==> src/rtl/audio_dac_serializer.sv <==
// Transmit-side codec serial port: buffers left/right samples in per-channel
// FIFOs and shifts them onto DACDAT against the codec-mastered BCLK/DACLRCK.
module audio_dac_serializer #(
  parameter int unsigned DATA_WIDTH = 24,
  parameter int unsigned FIFO_DEPTH = 4,
  parameter int unsigned LJ_MODE    = 0
) (
  input  logic                  clk,
  input  logic                  reset_n,
  input  logic                  bclk,
  input  logic                  daclrck,
  output logic                  dacdat,
  input  logic [DATA_WIDTH-1:0] left_data,
  input  logic                  left_valid,
  output logic                  left_ready,
  input  logic [DATA_WIDTH-1:0] right_data,
  input  logic                  right_valid,
  output logic                  right_ready,
  input  logic                  mute,
  output logic                  underrun_left,
  output logic                  underrun_right
);

  localparam int unsigned PTR_W = (FIFO_DEPTH > 1) ? $clog2(FIFO_DEPTH) : 1;
  localparam int unsigned CNT_W = PTR_W + 1;
  localparam int unsigned BIT_W = $clog2(DATA_WIDTH + 1);

  typedef enum logic [1:0] {IDLE, DELAY, SHIFT, PAD} state_t;

  // Synchronizer chains: [1] is the synchronized level, [2] its previous value
  logic [2:0] bclk_sync;
  logic [2:0] lr_sync;

  logic [DATA_WIDTH-1:0] mem_l [FIFO_DEPTH];
  logic [DATA_WIDTH-1:0] mem_r [FIFO_DEPTH];
  logic [PTR_W-1:0]      wr_l_q, rd_l_q, wr_r_q, rd_r_q;
  logic [CNT_W-1:0]      cnt_l_q, cnt_r_q;

  state_t                state_q;
  logic [DATA_WIDTH-1:0] shreg_q;
  logic [BIT_W-1:0]      bit_cnt_q;

  logic                  bclk_fall_c, lr_edge_c, lr_now_c;
  logic                  start_l_c, start_r_c;
  logic                  empty_l_c, empty_r_c;
  logic                  push_l_c, push_r_c, pop_l_c, pop_r_c;
  logic [CNT_W-1:0]      cnt_l_next_c, cnt_r_next_c;
  logic [DATA_WIDTH-1:0] load_c;

  // Bring codec clocks into the clk domain
  always_ff @(posedge clk or negedge reset_n) begin
    if (!reset_n) begin
      bclk_sync <= '0;
      lr_sync   <= '0;
    end else begin
      bclk_sync <= {bclk_sync[1:0], bclk};
      lr_sync   <= {lr_sync[1:0], daclrck};
    end
  end

  // Edge detection, FIFO handshakes and the value loaded at frame start
  always_comb begin
    bclk_fall_c  = bclk_sync[2] & ~bclk_sync[1];
    lr_edge_c    = lr_sync[2] ^ lr_sync[1];
    lr_now_c     = lr_sync[1];
    start_l_c    = lr_edge_c & ~lr_now_c;
    start_r_c    = lr_edge_c & lr_now_c;
    empty_l_c    = (cnt_l_q == '0);
    empty_r_c    = (cnt_r_q == '0);
    push_l_c     = left_valid & left_ready;
    push_r_c     = right_valid & right_ready;
    pop_l_c      = start_l_c & ~empty_l_c;
    pop_r_c      = start_r_c & ~empty_r_c;
    cnt_l_next_c = cnt_l_q + CNT_W'(push_l_c) - CNT_W'(pop_l_c);
    cnt_r_next_c = cnt_r_q + CNT_W'(push_r_c) - CNT_W'(pop_r_c);
    load_c       = '0;
    if (!mute) begin
      if (lr_now_c && !empty_r_c) begin
        load_c = mem_r[rd_r_q];
      end else if (!lr_now_c && !empty_l_c) begin
        load_c = mem_l[rd_l_q];
      end
    end
  end

  // Sample storage; contents need no reset since counts gate every read
  always_ff @(posedge clk) begin
    if (push_l_c) mem_l[wr_l_q] <= left_data;
    if (push_r_c) mem_r[wr_r_q] <= right_data;
  end

  // FIFO pointers/counts, registered readys and underrun pulses
  always_ff @(posedge clk or negedge reset_n) begin
    if (!reset_n) begin
      wr_l_q         <= '0;
      rd_l_q         <= '0;
      cnt_l_q        <= '0;
      wr_r_q         <= '0;
      rd_r_q         <= '0;
      cnt_r_q        <= '0;
      left_ready     <= 1'b0;
      right_ready    <= 1'b0;
      underrun_left  <= 1'b0;
      underrun_right <= 1'b0;
    end else begin
      if (push_l_c) wr_l_q <= wr_l_q + PTR_W'(1);
      if (pop_l_c)  rd_l_q <= rd_l_q + PTR_W'(1);
      if (push_r_c) wr_r_q <= wr_r_q + PTR_W'(1);
      if (pop_r_c)  rd_r_q <= rd_r_q + PTR_W'(1);
      cnt_l_q        <= cnt_l_next_c;
      cnt_r_q        <= cnt_r_next_c;
      left_ready     <= (cnt_l_next_c != CNT_W'(FIFO_DEPTH));
      right_ready    <= (cnt_r_next_c != CNT_W'(FIFO_DEPTH));
      underrun_left  <= start_l_c & empty_l_c;
      underrun_right <= start_r_c & empty_r_c;
    end
  end

  // Frame sequencer: a word-clock edge always restarts the slot, BCLK falls advance it
  always_ff @(posedge clk or negedge reset_n) begin
    if (!reset_n) begin
      state_q   <= IDLE;
      shreg_q   <= '0;
      bit_cnt_q <= '0;
      dacdat    <= 1'b0;
    end else if (lr_edge_c) begin
      if (LJ_MODE != 0) begin
        dacdat    <= load_c[DATA_WIDTH-1];
        shreg_q   <= load_c << 1;
        bit_cnt_q <= BIT_W'(1);
        state_q   <= SHIFT;
      end else begin
        dacdat    <= 1'b0;
        shreg_q   <= load_c;
        bit_cnt_q <= '0;
        state_q   <= DELAY;
      end
    end else if (bclk_fall_c) begin
      case (state_q)
        DELAY: begin
          dacdat    <= shreg_q[DATA_WIDTH-1];
          shreg_q   <= shreg_q << 1;
          bit_cnt_q <= BIT_W'(1);
          state_q   <= SHIFT;
        end
        SHIFT: begin
          if (bit_cnt_q == BIT_W'(DATA_WIDTH)) begin
            dacdat  <= 1'b0;
            state_q <= PAD;
          end else begin
            dacdat    <= shreg_q[DATA_WIDTH-1];
            shreg_q   <= shreg_q << 1;
            bit_cnt_q <= bit_cnt_q + BIT_W'(1);
          end
        end
        PAD: begin
          dacdat <= 1'b0;
        end
        default: begin
          dacdat <= 1'b0;
        end
      endcase
    end
  end

endmodule

==> config.mk <==
export PLATFORM = sky130hd
export DESIGN_NAME = audio_dac_serializer
export DESIGN_NICKNAME = d
export VERILOG_FILES = /design/src/rtl/audio_dac_serializer.sv
export SDC_FILE = /design/constraint.sdc
export NUM_CORES = 1
export LEC_CHECK = 0
export ABC_AREA = 0
export BUFFER_PORTS_ARGS = -buffer_cell sky130_fd_sc_hd__buf_2
export CAP_MARGIN = 15
export CORE_MARGIN = 4
export CORE_UTILIZATION = 30
export CTS_BUF_LIST = sky130_fd_sc_hd__clkbuf_8
export CTS_CLUSTER_SIZE = 25
export DETAILED_ROUTE_END_ITERATION = 7
export PLACE_DENSITY_LB_ADDON = 0.15
export SYNTH_ARGS = -nofsm -noshare
export SYNTH_HDL_FRONTEND = slang
export SYNTH_SLANG_ARGS = --single-unit
==> constraint.sdc <==
create_clock -name clk -period 2.3 [get_ports clk]
set_input_delay 0.575 -clock clk [delete_from_list [all_inputs] [get_ports clk]]
set_output_delay 0.575 -clock clk [all_outputs]
set_load 0.02 [all_outputs]
# Word level (Yosys, flattened, before mapping)
# Memories as Yosys holds them, arrays and structs flattened.
# Index checks and enable logic that the tools add are counted.
[classes]
eq_ne = 7
bitwise = 14
reduce_logical = 11
addsub = 9
mux = 23
[ops]
columns = ["cell", "n"]
rows = [
  ["$mux W24", 6],
  ["$pmux W24 S2", 1],
  ["$mux W5", 3],
  ["$ne A3 B3 Y1 const B", 4],
  ["$pmux W5 S2", 1],
  ["$and A1 B1 Y1", 9],
  ["$add A2 B1 Y2 const B", 4],
  ["$mux W1", 7],
  ["$add A3 B1 Y3", 2],
  ["$logic_not A3 Y1", 2],
  ["$mux W2", 3],
  ["$reduce_and A3 Y1", 2],
  ["$sub A3 B1 Y3", 2],
  ["$add A5 B1 Y5 const B", 1],
  ["$eq A5 B5 Y1 const B", 1],
  ["$not A1 Y1", 4],
  ["$pmux W2 S2", 1],
  ["$logic_not A1 Y1", 3],
  ["$reduce_bool A3 Y1", 1],
  ["$eq A2 B1 Y1 const B", 1],
  ["$eq A2 B2 Y1 const B", 1],
  ["$logic_and A1 B1 Y1", 2],
  ["$pmux W1 S2", 1],
  ["$reduce_bool A2 Y1", 1],
  ["$xor A1 B1 Y1", 1],
]
[word_totals]
memories = 2
wordCells = 82
inputBits = 55
ram_bits = 192
regBits = 56
[memory_table]
columns = ["name", "depth", "word_bits", "read_ports", "rd_ports_with_merged_regs", "write_ports", "line", "text"]
rows = [
  ["mem_l", 4, 24, 1, 0, 1, "34", "logic [DATA_WIDTH-1:0] mem_l [FIFO_DEPTH];"],
  ["mem_r", 4, 24, 1, 0, 1, "35", "logic [DATA_WIDTH-1:0] mem_r [FIFO_DEPTH];"],
]

# Longest topological paths before layout
[depth]
word_depth = 7
depth_mapped = 11
ltp_nobuf = 11

# Worst setup path after synthesis
# OpenSTA, ideal clock, no wires.
[synth_timing]
path_kind = "flip-flop to flip-flop"
startpoint = "reg cnt_r_q[1]"
endpoint = "reg right_ready"
n_path_buf = 0
setup_slack_ns = -0.056
required_time_ns = 2.171
arrival_time_ns = 2.227
stages_incl_launch_ff = 11
setup_time_ns = 0.129
path_cell_list = "dfrtp_1 -> nor3_1 -> nor2b_1 -> ha_1 -> inv_1 -> ha_1 -> inv_1 -> fa_1 -> xnor2_1 -> xnor2_1 -> nand3b_1"
[synth_between]
elab_chain_cells = 5
word_cells_on_any_way = 6
cone_classes = "2 x add/sub; 1 x eq/ne; 2 x bitwise; 1 x reduce/logical"
[synth_lines]
columns = ["item", "line", "text"]
rows = [
  ["from (decl)", "37", "logic [CNT_W-1:0] cnt_l_q, cnt_r_q;"],
  ["from (signal assigned)", "111", "cnt_r_q <= cnt_r_next_c;"],
  ["$logic_not A3 Y1", "69", "empty_r_c = (cnt_r_q == '0);"],
  ["$not A1 Y1", "73", "pop_r_c = start_r_c & ~empty_r_c;"],
  ["$and A1 B1 Y1", "73", ""],
  ["net pop_r_c", "46", "logic push_l_c, push_r_c, pop_l_c, pop_r_c;"],
  ["$sub A3 B1 Y3", "75", "cnt_r_next_c = cnt_r_q + CNT_W'(push_r_c) - CNT_W'(pop_r_c);"],
  ["net cnt_r_next_c[2]", "47", "logic [CNT_W-1:0] cnt_l_next_c, cnt_r_next_c;"],
  ["$ne A3 B3 Y1", "113", "right_ready <= (cnt_r_next_c != CNT_W'(FIFO_DEPTH));"],
  ["to (signal assigned)", "113", ""],
  ["to (decl)", "18", "output logic right_ready,"],
]
# The timed path passes the listed nets, and every way through them passes these cells.
# A chain may end at the register's enable or synchronous reset.

# Worst setup path after layout
[layout_timing]
startpoint = "reg lr_sync[2]"
endpoint = "reg right_ready"
[layout_between]
elab_chain_cells = 5
[layout_lines]
columns = ["item", "line", "text"]
rows = [
  ["from (decl)", "32", "logic [2:0] lr_sync;"],
  ["from (signal assigned)", "57", "lr_sync <= {lr_sync[1:0], daclrck};"],
  ["$xor A1 B1 Y1", "64", "lr_edge_c = lr_sync[2] ^ lr_sync[1];"],
  ["$and A1 B1 Y1", "67", "start_r_c = lr_edge_c & lr_now_c;"],
  ["$and A1 B1 Y1", "73", ""],
  ["net pop_r_c", "46", ""],
  ["$sub A3 B1 Y3", "75", ""],
  ["net cnt_r_next_c[2]", "47", ""],
  ["$ne A3 B3 Y1", "113", ""],
]
# The timed path passes the listed nets, and every way through them passes these cells.

==> flow_metrics.env <==
export IMPL_status="finished clean"
export IMPL_synth_cells=525
export IMPL_yosysMostFrequentCell="edfxtp_1"
export IMPL_worst_slack_ns=0.0917
export IMPL_vias=5162
export IMPL_die_area_sq_mm=0.0360
export IMPL_totalWireLength_microns=21500
export IMPL_synth_simple_area_share_pct=3.52
export IMPL_synth_xor_xnor_area_share_pct=0.883
export IMPL_wl_per_cell_microns=19.3
export IMPL_die_h_microns=190
export IMPL_pwr_density_cell_mw_per_mm2=1150
export IMPL_tightest_slew_ns=0.636
export IMPL_grt_pass1_wl_microns=33100
export IMPL_num_rows=66
export IMPL_fin_crit_sh_pct=96.0
export IMPL_gp_congestion=0.722
export IMPL_synthAdderAreaFrac_pct=2.67
export IMPL_ioPinCount=60
export IMPL_die_w_microns=190
export IMPL_postLayoutCoreUtil_pct=36.1
export IMPL_synth_nets=600
export IMPL_cts_sinks=248
export IMPL_cp_arrival_ns=2.62
export IMPL_wl_met2_microns=10700
export IMPL_ys_ff_latch=248
export IMPL_synthMuxAreaShare_pct=12.3
export IMPL_path_clk_slew_ns=0.06
export IMPL_met3_length_microns=845
export IMPL_hold_class="input port to asynchronous set/reset pin"
export IMPL_layout_cells_non_filler=1110
export IMPL_min_period_ns=2.21
export IMPL_synth_cell_types=44
export IMPL_hpwl_microns=13100
export IMPL_dp_cells=1028
export IMPL_worstSetupEndpointType="flop"
export IMPL_port_buffers=59
export IMPL_synth_top_family_by_area="multiplexers"
export IMPL_place_area_sq_mm=0.0109
export IMPL_cts_buffer_depth=3
export IMPL_ant_nets=0
export IMPL_cts_inserted_buffers=44
export IMPL_skew_ns=0.0228
export IMPL_rsz0062_at_grt="no"
export IMPL_avgSynthCellArea_sq_um=18.9
export IMPL_p_leak_nw=4.33
export IMPL_place_ws_ns=-0.0136
export IMPL_grt_max_degree=33
export IMPL_synthTopCellsByArea="edfxtp_1, dfrtp_1, mux4_1, mux4_2, ha_1"
export IMPL_synth_edf_count=192
export IMPL_diodes=0
export IMPL_initial_core_util_pct=30.5
export IMPL_worstSkewPairLatency_ns=0.56
export IMPL_critPathRequiredTime_ns=2.71
export IMPL_ys_flop_type="edfxtp_1"
export IMPL_yosysWarningCount=0
export IMPL_synth_compound_area_share_pct=5.93
export IMPL_post_cts_buffers=0
export IMPL_cts_root_buffer="clkbuf_8"
export IMPL_max_freq_ghz=0.453
export IMPL_drc_errors=0
export IMPL_nets=707
export IMPL_start_kind="flop"
export IMPL_grt_pass1_vias=5671
export IMPL_relSlewSlack_pct=57.6
export IMPL_routed_top_layer="met5"
export IMPL_cts_tree="built"
export IMPL_setup_viol=0
export IMPL_synth_common_cells="edfxtp_1, dfrtp_1, nand2_1"
export IMPL_antenna_found_initial=2
export IMPL_cap_viol_max_count=0
export IMPL_layout_drive_gt1_share_pct=28.3
export IMPL_hold_violations=0
export IMPL_drtPass1Iterations=4
export IMPL_yosys_area_top_type="edfxtp_1"
export IMPL_syn_to_final_growth_pct=18.5
export IMPL_synth_seq_area_share_pct=72.3
export IMPL_overflow=0
export IMPL_fillers=3114
export IMPL_cp_max_fo=2
export IMPL_synth_top_area_share_pct=58.1
export IMPL_drt_iter0_markers=208
export IMPL_avgViaCountPerCell=4.65
export IMPL_core_area_sq_mm=0.0325
export IMPL_synthArstFlopShare_pct=22.6
export IMPL_track_usage_pct=12.0
export IMPL_met1_length_microns=9410
export IMPL_vdd_drop_max_uv=382
export IMPL_slew_viol_final=0
export IMPL_netlist_area_sq_mm=0.00992
export IMPL_critical_path_class="flop to flop"
export IMPL_fin_area_sq_mm=0.0118
export IMPL_htree_levels=2
[repair_timing]
item                                    4_1_cts  5_1_grt
hold endpoints to repair                      0        0
gates resized for setup                       2       12
endpoints found under the setup margin        1       25
hold buffers                                  0        0
pin swaps                                     0        2
[sequential cells by signal, indices dropped and copies added (netlist names)]
register        count
mem_l              96
mem_r              96
shreg_q            24
bit_cnt_q           5
bclk_sync           3
cnt_l_q             3
cnt_r_q             3
lr_sync             3
rd_l_q              2
rd_r_q              2
state_q             2
wr_l_q              2
wr_r_q              2
dacdat              1
left_ready          1
right_ready         1
underrun_left       1
underrun_right      1
[worst max-delay path: stages, from the launching register on]
cell and delay, ns:
dfrtp_1 0.39, inv_1 0.06, ha_1 0.16, nor2b_4 0.17, ha_1 0.23, inv_1 0.06
ha_1 0.13, inv_1 0.05, fa_2 0.37, xnor2_2 0.21, xnor2_2 0.14, nand3b_1 0.11
[cells by family after synthesis]
family                     count (synthesis)
adders and majority gates                 20
xor gates and xnor gates                  10
and+or+nand+nor                           64
buffers and inverters                     44
DFF                                      248
AOI/OAI and AO/OA                         88
muxes                                     51
[cell usage in the layout (no fill, tap or decap), drive strengths merged, types with 23 or more instances in the layout]
cell type and instances:
nand2 34, a22oi 24, clkbuf 50, o211ai 23, mux4 48, dfrtp 56
edfxtp 192, o21ai 30, buf 87, inv 36
[area by class of cell]
cell class              count  area (sq um)  share of cell area [%]
clock buffers              50           688                    5.85
multi-input cells         233          2570                    21.9
repair buffers             87           568                    4.83
flip-flops and latches    248          7170                    61.0
well taps                 442           553                    4.71
inverters                  18          67.6                   0.575
clock inverters            32           136                    1.16
[final timing paths]
check	to	slack, ns	start	depth (start not counted)
max	right_ready	0.09	lr_sync[2]	11
min	wr_r_q[1]	0.05	reset_n	1
max reg2reg	right_ready	0.09	lr_sync[2]	11
min reg2reg	bclk_sync[1]	0.34	bclk_sync[0]	0
max in group asynchronous	shreg_q[10]	1.63	reset_n	2
min in group clk	bclk_sync[0]	0.15	bclk	1
[power breakdown]
| group | internal (mW) | switching, mW | total [mW] | leakage [nW] |
|---|---|---|---|---|
| clock network | 1.99 | 1.75 | 3.74 | 0.498 |
| logic | 1.62 | 1.95 | 3.57 | 1.38 |
| registers | 5.91 | 0.343 | 6.25 | 2.45 |
[layer usage]
| metal | vias up | GRT usage [%] |
|---|---|---|
| met5 | - | 0 |
| met4 | 4 | 4.26 |
| met3 | 39 | 2.83 |
| met2 | 91 | 20.3 |
| met1 | 2691 | 15.3 |
| li1 | 2337 | - |
[through the flow]
| stage | total power [mW] | hold WS [ns] | setup TNS, ns |
|---|---|---|---|
| 6_report | 13.6 | 0.0541 | 0 |
| 5_1_grt | 14.4 | 0.0788 | 0 |
| 4_1_cts | 13.8 | 0.0396 | 0 |
| 3_5_place_dp | 9.91 | 0.343 | -0.0136 |
| 3_3_place_gp | 9.74 | 0.344 | 0 |
| 2_1_floorplan | 8.66 | 0.279 | 0 |
Power figures use the tool's default switching activity.
